[src/rtl/mem_bank_arbiter.sv]
// mem_bank_arbiter: arbitrates four read requesters onto four read banks with preemption and tagged responses.
// Optional macro BANK_ARB_RR_EN selects per-bank round-robin; otherwise fixed priority B > A > C > D.
`default_nettype none

module mem_bank_arbiter #(
  parameter int ADDR_WIDTH = 12,
  parameter int DATA_WIDTH = 64
) (
  input  logic                  clk,
  input  logic                  rst_n,
  input  logic [3:0]            i_req_valid,
  input  logic [ADDR_WIDTH+1:0] i_req_addr_a,
  input  logic [ADDR_WIDTH+1:0] i_req_addr_b,
  input  logic [ADDR_WIDTH+1:0] i_req_addr_c,
  input  logic [ADDR_WIDTH+1:0] i_req_addr_d,
  output logic [3:0]            o_req_ready,
  output logic [3:0]            o_rsp_valid,
  output logic [DATA_WIDTH-1:0] o_rsp_data_a,
  output logic [DATA_WIDTH-1:0] o_rsp_data_b,
  output logic [DATA_WIDTH-1:0] o_rsp_data_c,
  output logic [DATA_WIDTH-1:0] o_rsp_data_d,
  input  logic                  i_ctrl_en,
  input  logic [ADDR_WIDTH-1:0] i_ctrl_addr,
  input  logic                  i_uinst_en,
  input  logic [ADDR_WIDTH-1:0] i_uinst_addr,
  output logic                  o_ctrl_rsp_valid,
  output logic                  o_uinst_rsp_valid,
  output logic [3:0]            o_mem_en,
  output logic [ADDR_WIDTH-1:0] o_mem_addr_0,
  output logic [ADDR_WIDTH-1:0] o_mem_addr_1,
  output logic [ADDR_WIDTH-1:0] o_mem_addr_2,
  output logic [ADDR_WIDTH-1:0] o_mem_addr_3,
  input  logic [DATA_WIDTH-1:0] i_mem_rd_data_0,
  input  logic [DATA_WIDTH-1:0] i_mem_rd_data_1,
  input  logic [DATA_WIDTH-1:0] i_mem_rd_data_2,
  input  logic [DATA_WIDTH-1:0] i_mem_rd_data_3,
  output logic [15:0]           o_conflict_cnt
);

  localparam logic [15:0] C_CNT_MAX = 16'hFFFF;

  logic [3:0][ADDR_WIDTH+1:0] w_req_addr;
  logic [3:0][1:0]            w_req_bank;
  logic [3:0][DATA_WIDTH-1:0] w_rd_data;
  logic [3:0][ADDR_WIDTH-1:0] w_pre_addr;
  logic [3:0][ADDR_WIDTH-1:0] w_mem_addr;
  logic [3:0][DATA_WIDTH-1:0] w_rsp_data;
  logic [3:0]                 w_preempt;
  logic [3:0]                 w_grant;
  logic [3:0][1:0]            w_win_idx;
  logic [3:0]                 w_bank_busy;
  logic [3:0]                 w_ready_raw;
  logic [3:0]                 w_pre_deny;
  logic                       w_conflict;

  logic [3:0]                 r_pend;
  logic [3:0][1:0]            r_src;
  logic                       r_ctrl_rsp_valid;
  logic                       r_uinst_rsp_valid;
  logic [15:0]                r_conflict_cnt;

  assign w_req_addr = {i_req_addr_d, i_req_addr_c, i_req_addr_b, i_req_addr_a};
  assign w_rd_data  = {i_mem_rd_data_3, i_mem_rd_data_2, i_mem_rd_data_1, i_mem_rd_data_0};
  assign w_preempt  = {1'b0, i_uinst_en, 1'b0, i_ctrl_en};
  assign w_pre_addr = {{ADDR_WIDTH{1'b0}}, i_uinst_addr, {ADDR_WIDTH{1'b0}}, i_ctrl_addr};

  generate
    for (genvar k = 0; k < 4; k++) begin : g_bank
      logic [3:0]            w_cand;
      logic                  w_vld;
      logic [1:0]            w_idx;
      logic [ADDR_WIDTH-1:0] w_maddr;

      always_comb begin
        w_cand = 4'b0000;
        for (int r = 0; r < 4; r++) begin
          w_cand[r] = i_req_valid[r] && (w_req_bank[r] == 2'(k));
        end
      end

`ifdef BANK_ARB_RR_EN
      logic [1:0] r_ptr;

      // Search starts at the pointer and wraps modulo 4.
      always_comb begin
        w_vld = 1'b0;
        w_idx = 2'd0;
        for (int i = 0; i < 4; i++) begin
          if (!w_vld && w_cand[r_ptr + 2'(i)]) begin
            w_vld = 1'b1;
            w_idx = r_ptr + 2'(i);
          end
        end
      end

      // A preempted bank has no grant, so its pointer holds.
      always_ff @(posedge clk or negedge rst_n) begin
        if (!rst_n) begin
          r_ptr <= 2'd0;
        end else if (w_grant[k]) begin
          r_ptr <= w_idx + 2'd1;
        end
      end
`else
      localparam logic [7:0] C_ORDER = {2'd3, 2'd2, 2'd0, 2'd1};

      always_comb begin
        w_vld = 1'b0;
        w_idx = 2'd0;
        for (int i = 0; i < 4; i++) begin
          if (!w_vld && w_cand[C_ORDER[2*i +: 2]]) begin
            w_vld = 1'b1;
            w_idx = C_ORDER[2*i +: 2];
          end
        end
      end
`endif

      always_comb begin
        w_maddr = '0;
        if (w_preempt[k]) begin
          w_maddr = w_pre_addr[k];
        end else if (w_vld) begin
          w_maddr = w_req_addr[w_idx][ADDR_WIDTH-1:0];
        end
      end

      assign w_grant[k]     = w_vld & ~w_preempt[k];
      assign w_win_idx[k]   = w_idx;
      assign w_bank_busy[k] = w_vld | w_preempt[k];
      assign w_mem_addr[k]  = w_maddr;
    end

    for (genvar r = 0; r < 4; r++) begin : g_req
      assign w_req_bank[r]  = w_req_addr[r][ADDR_WIDTH+1:ADDR_WIDTH];
      assign w_ready_raw[r] = i_req_valid[r] & w_grant[w_req_bank[r]]
                            & (w_win_idx[w_req_bank[r]] == 2'(r));
      assign w_pre_deny[r]  = i_req_valid[r] & w_preempt[w_req_bank[r]];
      assign w_rsp_data[r]  = r_pend[r] ? w_rd_data[r_src[r]] : '0;
    end
  endgenerate

  // Any valid requester on a non-preempted bank that lost must have lost to another requester.
  assign w_conflict = |(i_req_valid & ~w_ready_raw & ~w_pre_deny);

  always_ff @(posedge clk or negedge rst_n) begin
    if (!rst_n) begin
      r_pend            <= 4'b0000;
      r_src             <= '0;
      r_ctrl_rsp_valid  <= 1'b0;
      r_uinst_rsp_valid <= 1'b0;
      r_conflict_cnt    <= 16'd0;
    end else begin
      r_pend            <= w_ready_raw;
      r_ctrl_rsp_valid  <= i_ctrl_en;
      r_uinst_rsp_valid <= i_uinst_en;
      for (int r = 0; r < 4; r++) begin
        if (w_ready_raw[r]) begin
          r_src[r] <= w_req_bank[r];
        end
      end
      if (w_conflict && (r_conflict_cnt != C_CNT_MAX)) begin
        r_conflict_cnt <= r_conflict_cnt + 16'd1;
      end
    end
  end

  assign o_req_ready       = w_ready_raw & {4{rst_n}};
  assign o_mem_en          = w_bank_busy & {4{rst_n}};
  assign o_mem_addr_0      = w_mem_addr[0];
  assign o_mem_addr_1      = w_mem_addr[1];
  assign o_mem_addr_2      = w_mem_addr[2];
  assign o_mem_addr_3      = w_mem_addr[3];
  assign o_rsp_valid       = r_pend;
  assign o_rsp_data_a      = w_rsp_data[0];
  assign o_rsp_data_b      = w_rsp_data[1];
  assign o_rsp_data_c      = w_rsp_data[2];
  assign o_rsp_data_d      = w_rsp_data[3];
  assign o_ctrl_rsp_valid  = r_ctrl_rsp_valid;
  assign o_uinst_rsp_valid = r_uinst_rsp_valid;
  assign o_conflict_cnt    = r_conflict_cnt;

endmodule

`default_nettype wire

[config.mk]
export PLATFORM = sky130hd
export DESIGN_NAME = mem_bank_arbiter
export DESIGN_NICKNAME = d
export VERILOG_FILES = /design/src/rtl/mem_bank_arbiter.sv
export SDC_FILE = /design/constraint.sdc
export NUM_CORES = 1
export LEC_CHECK = 0
export BUFFER_PORTS_ARGS = -buffer_cell sky130_fd_sc_hd__buf_4
export CORE_AREA = 2 2 265 267
export DETAILED_ROUTE_END_ITERATION = 12
export DIE_AREA = 0 0 267 269
export PLACE_DENSITY_LB_ADDON = 0.08
export SETUP_SLACK_MARGIN = 0.3
export SLEW_MARGIN = 20
export SYNTH_ARGS = -nofsm -noshare
export SYNTH_HDL_FRONTEND = slang
export SYNTH_SLANG_ARGS = --single-unit
export TNS_END_PERCENT = 50
[constraint.sdc]
create_clock -name clk -period 2.53 [get_ports clk]
set_input_delay 0.1265 -clock clk [delete_from_list [all_inputs] [get_ports clk]]
set_output_delay 0.1265 -clock clk [all_outputs]
set_load 0.05 [all_outputs]
==> flow_metrics.tcl <==
set metrics [dict create \
    status "finished clean" \
    htree_num_levels 2 \
    via_count 12152 \
    hpwl_mm 57.5 \
    dr.pass1.iters 5 \
    grt_max_degree 49 \
    synth.avg_cell_area_um2 11.3 \
    grt_overflow 0 \
    synth_top_family_by_area "multiplexers" \
    syn-cell-area_um2 11300 \
    cts.sinks 30 \
    num_rows 97 \
    path_cells "buf_4 -> mux4_2 -> and2_1 -> buf_4" \
    gp_congestion 0.853 \
    fill_cells 7399 \
    syn_to_final_growth_pct 59.5 \
    synthCells 1001 \
    drv_cap 0 \
    synthArstFlopShare 1.00 \
    critical-path-slowest-cell "mux4_2" \
    dieArea_um2 71800 \
    synth_fa_ha_area_frac 0.00110 \
    die_height_um 269 \
    crit_path_start_kind "flop" \
    portBuffers 677 \
    drt_iter0_markers 611 \
    synthTopCellsByArea "mux4_2 55%, and2_1 15%, dfrtp_1 6.6%, mux2i_1 2.5%, nand2_1 2.3%" \
    powerDensity_nw_per_um2 515 \
    synth-edff-count 0 \
    synth.distinct_cells 52 \
    synth-seq-cells 30 \
    synth_top_area_share 0.554 \
    initial_core_util 0.164 \
    critPathCaptureType "output port" \
    crit_top_cell "buf_4" \
    fp.dieW_um 267 \
    wl_mm 72.4 \
    syn-num-nets 1346 \
    yosysTopAreaCell "mux4_2" \
    tightest_slew_ps 677 \
    drt.antenna.violating_nets 0 \
    grt_pass1_wl_mm 99.8 \
    core_area_um2 69300 \
    final_area_um2 18100 \
    layout_min_cycle_time_ps 2180 \
    synthMuxAreaShare 0.597 \
    critPathMaxFanout 14 \
    drive_gt1_frac 0.657 \
    synth_simple_gate_area_frac 0.232 \
    hold_ws_ps 146 \
    min_path_type "input port to flop" \
    synth_seq_area_share 0.0662 \
    placedCellCount 2557 \
    wl_per_cell_um 28.2 \
    postPlaceCellArea_um2 17900 \
    final_common_cell "buf_4" \
    cts_buffers 5 \
    max_stage_delay_ps 590 \
    nNetsFinal 1972 \
    clockBufferDepth 2 \
    arrival_ps 2050 \
    via_per_inst 4.73 \
    grt_pass1_vias 12944 \
    drv_slew 0 \
    clock_skew_ps 5.68 \
    fin_tns_setup_ps 0 \
    antenna_found_initial 3 \
    cts_tree "yes" \
    ios 678 \
    dp_slack_ps 304 \
    rsz0062_at_grt "true" \
    clk_pin_slew_ps 60 \
    mostFrequentLayoutCells "708 x buf_4, 279 x mux4_2, 271 x and2_1" \
    setup_ws_ps 354 \
    hold_violations 0 \
    finalSetupViolCount 0 \
    yosys.area_share.xor_xnor 0.0139 \
    synth_ff_type "dfrtp_1" \
    clk-insertion-delay-late_ps 270 \
    yosys_warnings 0 \
    max_slew_margin 0.548 \
    track_usage 0.192 \
    max_freq_ghz 0.460 \
    drc 0 \
    required_ps 2400 \
    final_cells 2571 \
    cts-root-buf "clkbuf_16" \
    peakVddDrop_mv 0.293 \
    critPathKind "flop to output port" \
    leakage_nw 7.70 \
    synth_compound_gate_area_share 0.0430 \
    fin_crit_sh 0.860 \
]
-- worst max-delay path: cells and delay by family, from the launching register on --
kind                   cells  cell delay, ps
multiplexers               1             590
buffers and inverters      2             530
flip-flops                 1             450
AND/OR/NAND/NOR            1             180
-- sequential cells by signal, indices dropped and copies added (netlist names) --
| register | cells |
|---|---|
| r_src | 8 |
| o_uinst_rsp_valid | 1 |
| o_rsp_valid | 4 |
| o_ctrl_rsp_valid | 1 |
| o_conflict_cnt | 16 |
-- worst paths after layout --
| kind | start | end | slack [ps] | cells past startpoint |
|---|---|---|---|---|
| worst min register to register | o_conflict_cnt[11] | o_conflict_cnt[11] | 490 | 1 |
| min in group asynchronous | rst_n | o_conflict_cnt[3] | 430 | 3 |
| worst max-delay path | r_src[6] | o_rsp_data_d[3] | 350 | 4 |
| worst max register to register | o_conflict_cnt[4] | o_conflict_cnt[7] | 640 | 7 |
| worst min-delay path | i_uinst_en | o_uinst_rsp_valid | 150 | 1 |
| max in group asynchronous | rst_n | r_src[2] | 1740 | 3 |
-- where the power goes --
part	leakage [nW]	switching [mW]	internal, mW
Clock	0.0836	0.217	0.460
Sequential	0.367	0.253	0.583
Combinational	7.25	4.48	3.34
Total	7.70	4.95	4.38
-- Yosys cell counts, types with 6 or more instances --
cell type and instances:
a21oi_1 6, a32o_1 12, and2_1 271, and3_1 8, buf_1 15, buf_2 28
clkbuf_1 65, dfrtp_1 30, inv_1 8, mux2_2 15, mux2i_1 28, mux4_2 279
nand2_1 70, nand3_1 25, nand3b_1 17, nor2_1 15, nor2b_1 14, o22ai_1 12
xnor2_1 14
-- per-layer routing --
layer / routed length [µm] / GRT usage / vias up
met4: 1350 / 0.0372 / 0
met5: 0 / 0 / -
met3: 6250 / 0.0554 / 56
met1: 27200 / 0.219 / 6310
li1: - / - / 5243
met2: 37700 / 0.354 / 543
-- layout make-up --
type	instances	area (µm²)	share of cell area
Antenna cell	3	7.51	0.000415
Clock buffer	5	125	0.00691
Clock inverter	3	40.0	0.00221
Inverter	8	30.0	0.00166
Multi-Input combinational cell	848	10100	0.559
Sequential cell	30	786	0.0434
Tap cell	940	1180	0.0650
Timing Repair Buffer	734	5820	0.321
-- metrics by stage --
stage	total power, mW	util
floorplan	5.82	-
global placement	8.75	0.258
detailed placement	8.73	0.258
CTS	9.45	0.261
global route	9.80	0.261
finish	9.33	0.261
-- what timing repair did --
item / in CTS / in global routing
gates resized for setup: 1 / 5
endpoints found under the hold margin: 30 / 0
hold buffers: 1 / 0
buffers inserted: 2 / 0
endpoints found under the setup margin: 56 / 27
-- logic make-up (layout without fill, tap and decap cells) --
| group | count (synthesis) | after routing |
|---|---|---|
| adders and majority gates | 1 | 1 |
| buffers and inverters | 123 | 750 |
| DFF | 30 | 30 |
| and+or+nand+nor | 446 | 446 |
| muxes | 324 | 324 |
| AOI/OAI and AO/OA | 59 | 59 |
| other | 0 | 3 |
| xor gates and xnor gates | 18 | 18 |
No activity file was read; power rests on OpenSTA's default activity.
